[src/rtl/ser_pkg.sv]
// Shared types for the FIFO read-side serializer.
package ser_pkg;

   typedef enum logic [0:0] {
      IDLE  = 1'b0,
      SHIFT = 1'b1
   } ser_state_e;

endpackage

[src/rtl/fifo_rd_serializer.sv]
// Pops IN_W-bit words from a show-ahead FIFO and emits them as RATIO OUT_W-bit beats.
// Define SER_MSB_FIRST_EN to emit the most significant slice first (default: LSB first).
//
// state | meaning
// IDLE  | no word held, pop as soon as the FIFO is non-empty
// SHIFT | word held in hold register, beats pending on o_data
module fifo_rd_serializer
   import ser_pkg::*;
#(
   parameter int IN_W  = 128,
   parameter int OUT_W = 32
) (
   input  logic             clk,
   input  logic             rstn,
   output logic             o_fifo_rden,
   input  logic [IN_W-1:0]  i_fifo_rddata,
   input  logic             i_fifo_empty,
   output logic             o_valid,
   output logic [OUT_W-1:0] o_data,
   output logic             o_last,
   input  logic             i_ready
);

   localparam int RATIO = IN_W / OUT_W;
   localparam int IDX_W = (RATIO > 1) ? $clog2(RATIO) : 1;
   localparam logic [IDX_W-1:0] LAST_IDX = IDX_W'(RATIO - 1);

   if ((IN_W % OUT_W) != 0 || RATIO < 2) begin : g_bad_ratio
      $error("fifo_rd_serializer: IN_W must be a multiple of OUT_W with ratio >= 2");
   end

   ser_state_e       state;
   logic [IN_W-1:0]  hold;
   logic [IDX_W-1:0] beat_idx;
   logic             xfer;
   logic             last_xfer;
   logic             pop;
   int               slice_sel;

   assign o_valid   = (state == SHIFT);
   assign o_last    = o_valid && (beat_idx == LAST_IDX);
   assign xfer      = o_valid && i_ready;
   assign last_xfer = xfer && o_last;

   // Refill on the last beat's transfer so consecutive words stream without a bubble.
   assign pop         = rstn && !i_fifo_empty && ((state == IDLE) || last_xfer);
   assign o_fifo_rden = pop;

   always_comb begin
      slice_sel = 0;
`ifdef SER_MSB_FIRST_EN
      slice_sel = int'(LAST_IDX - beat_idx);
`else
      slice_sel = int'(beat_idx);
`endif
   end

   assign o_data = OUT_W'(hold >> (slice_sel * OUT_W));

   always_ff @(posedge clk or negedge rstn) begin
      if (!rstn) begin
         state    <= IDLE;
         hold     <= '0;
         beat_idx <= '0;
      end else begin
         if (pop) begin
            hold     <= i_fifo_rddata;
            beat_idx <= '0;
            state    <= SHIFT;
         end else if (last_xfer) begin
            state    <= IDLE;
         end else if (xfer) begin
            beat_idx <= beat_idx + 1'b1;
         end
      end
   end

endmodule

[config.mk]
export PLATFORM = sky130hd
export DESIGN_NAME = fifo_rd_serializer
export DESIGN_NICKNAME = d
export VERILOG_FILES = /design/src/rtl/ser_pkg.sv /design/src/rtl/fifo_rd_serializer.sv
export SDC_FILE = /design/constraint.sdc
export NUM_CORES = 1
export LEC_CHECK = 0
export CORE_MARGIN = 4
export CORE_UTILIZATION = 48
export CTS_CLUSTER_DIAMETER = 40
export DETAILED_ROUTE_END_ITERATION = 8
export GPL_ROUTABILITY_DRIVEN = 0
export HOLD_SLACK_MARGIN = 0.15
export PLACE_DENSITY = 0.86
export SLEW_MARGIN = 20
export SYNTH_ARGS = -nofsm -noshare
export SYNTH_HDL_FRONTEND = slang
export SYNTH_SLANG_ARGS = --single-unit
[constraint.sdc]
create_clock -name clk -period 2.15 [get_ports clk]
set_input_delay 0.3225 -clock clk [delete_from_list [all_inputs] [get_ports clk]]
set_output_delay 0.3225 -clock clk [all_outputs]
set_load 0.05 [all_outputs]
==> reports/metrics.cfg <==
[setup_path]
critPathLaunch = beat_idx[0]
crit_path_start_kind = flip-flop
worstPathMaxFanout = 12
cp_slowest_cell = mux4_2
critPathTopFamily = multiplexers
critPathBufInv = 2
r2r_cells = 7
crit_end = o_data[26]
path_class = flip-flop to output pin
worst-path-stages = 3
r2r_start = beat_idx[0]
r2r_end = hold[114]
worst_ep_required_time_ns = 1.83
end_kind = output pin
crit_arrival_ns = 1.79
crit_chain = clkbuf_16 -> mux4_2 -> buf_6
slowest_delay_ns = 0.53
rrSetupSlack_ns = 0.08

[placement]
port_buffers = 166
dp_cells = 623
dp_hpwl_mm = 8.641
pre_cts_slack_ns = 0.08160
dpl-instance-area_mm2 = 0.007631

[grt]
grt_pass1_vias = 4000
grt_overflow_total = 0
grt_usage = 0.1925
grt_start_max_net_pins = 132
grt_pass1_wl_mm = 19.82
antenna_found_initial = 0

[synth]
post_synth_num_cell_types = 18
synth_edf_count = 0
syn_area_per_cell_um2 = 17.64
yosysMostFrequentCell = dfrtp_1
synth_top_area_share = 0.5719
synthTopCellsByCount = 131 x dfrtp_1, 90 x mux2_1, 38 x mux2_2
synth.area.top_cells = dfrtp_1 57%, mux2_1 18%, mux4_2 13%
netlist_area_mm2 = 0.005732
yosysWarnings = 0
synth_fp_nets = 458
synth-seq-cells = 131
ys_seq_area_frac = 0.5719
yosysTopAreaCell = dfrtp_1
netlist_instances = 325
synthArstFlopShare = 1.000
ys.flop_type = dfrtp_1

[clocking]
numClockSinks = 131
cts_inserted_buffers = 17
clockBufferDepth = 2
cts_tree = built
cts-root-buf = clkbuf_16
insertion_delay_ns = 0.41
clk_pin_slew_ns = 0.06
htreeDepth = 4

[pwr]
p_seq_frac = 0.293
p_sw_mw = 5.529
peakVddDrop_v = 0.001091
powerDensity_mw_per_mm2 = 1771
leakage_nw = 3.533
swShare = 0.3721
p_clk_frac = 0.190
p_total_mw = 14.86
p_int_mw = 9.331
power_frac_comb = 0.518

[sta]
slew_headroom = 0.5157
worst_pin_slew_ns = 0.7265
timing.hold.ws_ns = 0.4791
drv_slew = 0
period_share = 0.9829
setup_viol = 0
period_needed_ns = 2.113
fmax_ghz = 0.4732
setup_slack_ns = 0.03673
hold_violations = 0
setup_tns_ns = 0
skew_ns = 0.004139
rsz0062_at_grt = yes

[route]
wl_per_cell_um = 19.52
vias = 3534
first_iter_violations = 150
drc = 0
wl_mm = 12.92
dr.pass1.iters = 4
detail-route-antenna-nets = 0
viasPerCell = 5.338

[finish]
nets = 639
finalNonFillerCells = 662
syn2layout_area_growth_pct = 46.39
post-route-util = 0.7255
diodes = 0
drive_above_1_share = 0.3025
final_area_mm2 = 0.008391

[min_path]
worstHoldPathCells = 1
hold_path_class = flip-flop to flip-flop
min-delay-start = hold[72]

[floorplanning]
core.rowCount = 39
core_mm2 = 0.01156
fp.dieH_um = 117.3
die_x_um = 117.3
initial_core_util = 0.4956
die_area_mm2 = 0.01375
ios = 167

[outcome]
outcome = finished clean

[job]
cap_violations = 0

[worst min path at each step]
stage / to / slack [ns]
after floorplan: beat_idx[0] / 0.03
after global placement: hold[85] / 0.46
after detailed placement: hold[72] / 0.47
after CTS: hold[78] / 0.48
after global routing: hold[66] / 0.49
final: hold[72] / 0.48
[state kept, by name, indices dropped and copies added (netlist names)]
name,cells
hold,128
beat_idx,2
o_valid,1
[power by group through the flow]
stage               sequential, mW  combinational [mW]  clock, mW
floorplan                     4.14                4.94          0
global placement              4.26                7.28          0
detailed placement            4.37                7.42          0
CTS                           4.35                7.63       2.89
global route                  4.50                8.08       3.00
finish                        4.35                7.69       2.82
[placed cells by master, fill, tap and decap left out, drive strengths merged]
cell           count
clkinv             8
bufbuf             1
clkbuf            23
mux4              32
ha                 1
and2               1
clkinvlp           1
nor2               2
a21oi              1
dfrtp            131
mux2             128
nand2b             1
nand2              3
mux2i              1
dlygate4sd3        1
nand3b             1
bufinv             2
xor2               1
buf               49
clkdlybuf4s50    131
[per-layer routing]
| layer | vias to the layer above | wire length (um) | GRT usage |
|---|---|---|---|
| li1 | 1576 | - | - |
| met1 | 1819 | 5160 | 0.2311 |
| met2 | 123 | 6612 | 0.3243 |
| met3 | 16 | 1001 | 0.06941 |
| met4 | 0 | 146 | 0.06269 |
| met5 | - | 0 | 0 |
[area by class of cell]
type                            instances  area (um^2)
Sequential cell                       131         3281
Clock buffer                           21        480.5
Clock inverter                         11        107.6
Timing Repair Buffer                  184         2095
Fill cell                             754         3174
Multi-Input combinational cell        172         2248
Tap cell                              143        178.9
[cell families (layout without fill, tap and decap cells)]
family | Yosys count | count (layout) | share of synthesized area
compound gates | 1 | 1 | 0.001528
xor+xnor | 1 | 1 | 0.001528
fa+ha+maj | 1 | 1 | 0.002183
buf+inv | 22 | 216 | 0.03711
flops | 131 | 131 | 0.5719
mux | 161 | 161 | 0.3790
simple gates | 8 | 8 | 0.006769
[worst register-to-register path, delay by kind of cell (launching register included)]
| family | cells | cell delay (ns) |
|---|---|---|
| buffers and inverters | 3 | 0.57 |
| DFF | 1 | 0.45 |
| muxes | 1 | 0.36 |
| adders and majority gates | 1 | 0.25 |
| AOI/OAI and AO/OA | 1 | 0.21 |
| and+or+nand+nor | 1 | 0.13 |
[repair_timing]
item	CTS	global route
gates resized for setup	10	5
cloned	1	2
pin swaps	1	1
hold buffers	1	0
endpoints found under the setup margin	33	32
endpoints found under the hold margin	131	0
setup buffers	1	2
(Power assumes the default switching activity.)
==> RTL change 1: new RTL, same flow settings <==
Make the reset (`rstn`) synchronous in one clocked block.
--- a/src/rtl/fifo_rd_serializer.sv
+++ b/src/rtl/fifo_rd_serializer.sv
@@ -59,3 +59,3 @@
 
-   always_ff @(posedge clk or negedge rstn) begin
+   always_ff @(posedge clk) begin
       if (!rstn) begin
Function: differs if rstn is asserted again (counterexample within 4 cycles, from zero or initial values and one cycle with rstn low); with rstn held inactive, the same outputs for 4 cycles.
==> RTL change 1 against the original RTL <==
- utilization decreased by 2.9 points
- wire length rose by 9.1%
- via count rose by 27%
- sequential cell count did not move
- sequential share of layout area is 8.1 points lower
- count of clock-buffer cells in the layout decreased by 3
- register-to-register slack better by 0.28 ns
- critical path depth unchanged
- setup slack gained 0.043 ns
- cell area increased by 1.0%
- synthesized area rose by 5.2%
- clock skew rose by 0.0032 ns
Power is not compared: it rests on default switching activity, and its combinational part moved more than twofold at a synthesized area within 25%.
==> RTL change 1: results (changes against the original RTL) <==
Drt
  – Metal3 WL: 756 um (-24%)
  – Met2 WL: 7490 um (+13%)
  – Starting DRT DRC Count: 309 (+110%)
  – Post-Route M1 WL: 5520 um (+7.0%)
  – WL/cell: 15.1 um (-23%)
  – DR vias: 4505 (+27%)

Critical path
  – Arrival @ worst endpoint: 1.75 ns (-0.04 ns)
  – FF-to-FF setup slack: 0.36 ns (+0.28 ns)
  – R2r endpoint: hold[57]
  – Crit Reg-Reg Startpoint: beat_idx[0]
  – Crit path capture: o_data[9]
  – R2R depth: 6 (-1)
  – CP Max Fanout: 14 (+2)

Timing
  – Worst Skew: 0.00734 ns (+0.00320 ns)
  – Least-Margin Pin Slew: 0.535 ns (-0.192 ns)

Yosys
  – Synth area leaders: dfxtp_1, mux2i_1, mux4_2
  – Seq/Total Area, Yosys: 43.5% (-14 points)
  – Synth async-reset ratio: 0% (-100 points)
  – Netlist cell types: 18 (unchanged)
  – Synth Area per Inst: 10.1 um^2 (-43%)
  – Top cells by count, synth: dfxtp_1, inv_1, mux2i_1
  – Syn nets: 729 (+59%)

Min path
  – Hold Path Depth: 2 (+1)
  – Hold Path Origin: hold[78]
  – Hold path endpoint: hold[78]

GRT
  – Met2 usage: 35.9% (+3.5 points)
  – First-pass GRT wire length: 23000 um (+16%)
  – M3 GR Usage: 6.22% (-0.72 points)
  – GR Util All Layers: 20.2% (+0.92 points)

Finish
  – Final-stage net count: 887 (+39%)
  – Layout cells sized above 1: 15.1% (-15 points)
  – FILL cells: 875 (+16%)
  – Post-Layout Cell Count: 935 (+41%)

Placed design
  – Placed Area: 7820 um^2 (+2.4%)
  – Dpl hpwl: 10100 um (+16%)
  – Cell total after placement: 903 (+45%)

Run status
  – Status: finished, final reports clean
==> RTL change 1: layout make-up <==
class	instances	area [um^2]	share of cell area, %
Clock buffer	18	439	5.18
Clock inverter	14	210	2.48
Inverter	129	484	5.71
Multi-Input combinational cell	298	2590	30.6
Sequential cell	131	2630	31.0
Tap cell	168	210	2.48
Timing Repair Buffer	177	1910	22.6
==> RTL change 1: kinds of logic after synthesis <==
kind of cell    count (synthesis)  share of synthesized area (%)
compound gates                  2                          0.311
xor+xnor                        1                          0.145
buf+inv                       167                           13.7
mux                           161                           33.4
simple gates                  133                           8.82
fa+ha+maj                       1                          0.207
flops                         131                           43.5
==> RTL change 1: repair_timing <==
item / 4_1_cts / 5_1_grt
resized for setup: 2 / 1
hold endpoints to repair: 0 / 0
cloned: 0 / 0
buffers inserted: 0 / 0
endpoints found under the setup margin: 13 / 10
==> RTL change 1: power by group <==
group	total (mW)	switching, mW	internal (mW)
combinational	1.12	0.531	0.586
clock	3.12	1.04	2.08
sequential	2.70	0.0901	2.61
==> RTL change 2: new RTL, same flow settings <==
Without the edit above. Change the parameter `OUT_W` from 32 to 64.
--- a/src/rtl/fifo_rd_serializer.sv
+++ b/src/rtl/fifo_rd_serializer.sv
@@ -10,3 +10,3 @@
    parameter int IN_W  = 128,
-   parameter int OUT_W = 32
+   parameter int OUT_W = 64
 ) (
Ports: changed (resized o_data); port bits go from 167 to 199. The function was not compared with the original's and may differ.
==> RTL change 2 against the original RTL <==
- via count rose by 2.9%
- setup slack improved by 0.029 ns
- wire length rose by 1.1%
- synthesized area fell by 0.33%
- die area fell by 0.31%
- sequential cell count fell by 1
- critical endpoint is now o_fifo_rden
- total power fell by 2.3%
- cell area fell by 2.0%
==> RTL change 2: results (changes against the original RTL) <==
Drt
  – Metal3 WL: 974 um (-2.7%)
  – Met2 WL: 6690 um (+1.2%)
  – Post-Route M1 WL: 5110 um (-1.0%)
  – Starting DRT DRC Count: 175 (+17%)
  – Top routing layer used: met5
  – Final WL: 13100 um (+1.1%)
  – DR vias: 3638 (+2.9%)

GRT
  – Met2 usage: 32.5% (+0.071 points)
  – Largest net degree at the start of global routing: 131 (-0.76%)
  – Met1 GRT Util: 22.3% (-0.76 points)
  – GR Util All Layers: 19.3% (+0.044 points)
  – First-pass GRT wire length: 19900 um (+0.25%)
  – Via count of the first global-routing pass: 4088 (+2.2%)
  – Initial antenna violation count: 1 (+1)

Min path
  – Hold path endpoint: hold[79]
  – Worst hold path type: reg2reg

Critical path
  – Crit path capture: o_fifo_rden
  – CP Max Fanout: 25 (+13)
  – Arrival @ worst endpoint: 1.76 ns (-0.03 ns)
  – R2R depth: 5 (-2)
  – Family with the most delay on the worst path: buffers and inverters
  – FF-to-FF setup slack: 0.45 ns (+0.37 ns)
  – Crit-path slowest cell: dlygate4sd3_1
  – R2r endpoint: hold[89]
  – Crit Reg-Reg Startpoint: beat_idx
  – CP Launch Point: rstn

Timing
  – Crit path time final: 2.08 ns (-0.0285 ns)
  – Final hold slack: 0.477 ns (-0.00200 ns)
  – Worst Skew: 0.00836 ns (+0.00422 ns)
  – Slew margin rel.: 55.5% (+3.9 points)

Clocking
  – Post-CTS Setup Bufs: 0 (-1)
  – Post_cts resized: 0 (-10)
  – Worst-Skew Late Latency: 0.41 ns (about the same)

Placed design
  – Placed Area: 7670 um^2 (+0.54%)
  – Buffers on Ports: 198 (+19%)
  – Dpl ws: 0.0863 ns (+0.00472 ns)
  – Dpl hpwl: 9260 um (+7.1%)
  – Cell total after placement: 683 (+9.6%)

Finish
  – Final Cell Area: 8230 um^2 (-2.0%)
  – FILL cells: 780 (+3.4%)
  – Final-stage net count: 693 (+8.5%)
  – Layout cells sized above 1: 34.2% (+4.0 points)

Power and ir drop
  – VDD IR max: 1.26 mV (+16%)
  – Leakage: 3.49 nW (-1.3%)

Yosys
  – Seq/Total Area, Yosys: 56.9% (-0.25 points)
  – Syn nets: 486 (+6.1%)
  – Netlist cell types: 14 (-4)
  – Top cells by count, synth: dfrtp_1, mux2_1, mux2_2
  – Synth area leaders: dfrtp_1, mux2_1, mux2_2

Run status
  – Status: finished, final reports clean
## RTL change 2: changes by cell type after synthesis, moves of 2 or more
cell,before,now
mux2_2,38,90
mux4_2,32,0
mux2_1,90,102
buf_4,3,1
buf_8,9,11
nor2_1,2,0
o21ai_0,0,2
## RTL change 2: report_power, final
part           leakage, nW  internal, mW  switching, mW
clock network        0.250          1.55          0.960
logic                 1.72          3.06           4.74
registers             1.52          3.63          0.575
## RTL change 2: kinds of logic (layout without fill, tap and decap cells)
family          Yosys count  in the layout  share of synthesized area [%]
simple gates              7              7                          0.635
compound gates            3              3                          0.460
buf+inv                  22            241                           4.12
flops                   130            130                           56.9
mux                     192            192                           37.8
## RTL change 2: what timing repair did
item	4_1_cts	5_1_grt
hold buffers	1	0
hold endpoints to repair	130	0
setup endpoints to repair	0	1
## RTL change 2: area by class of cell
type | instances | share of cell area, %
repair buffers | 210 | 24.9
clock inverters | 5 | 0.365
multi-input cells | 202 | 27.0
flip-flops and latches | 130 | 39.6
clock buffers | 26 | 5.95
well taps | 143 | 2.17
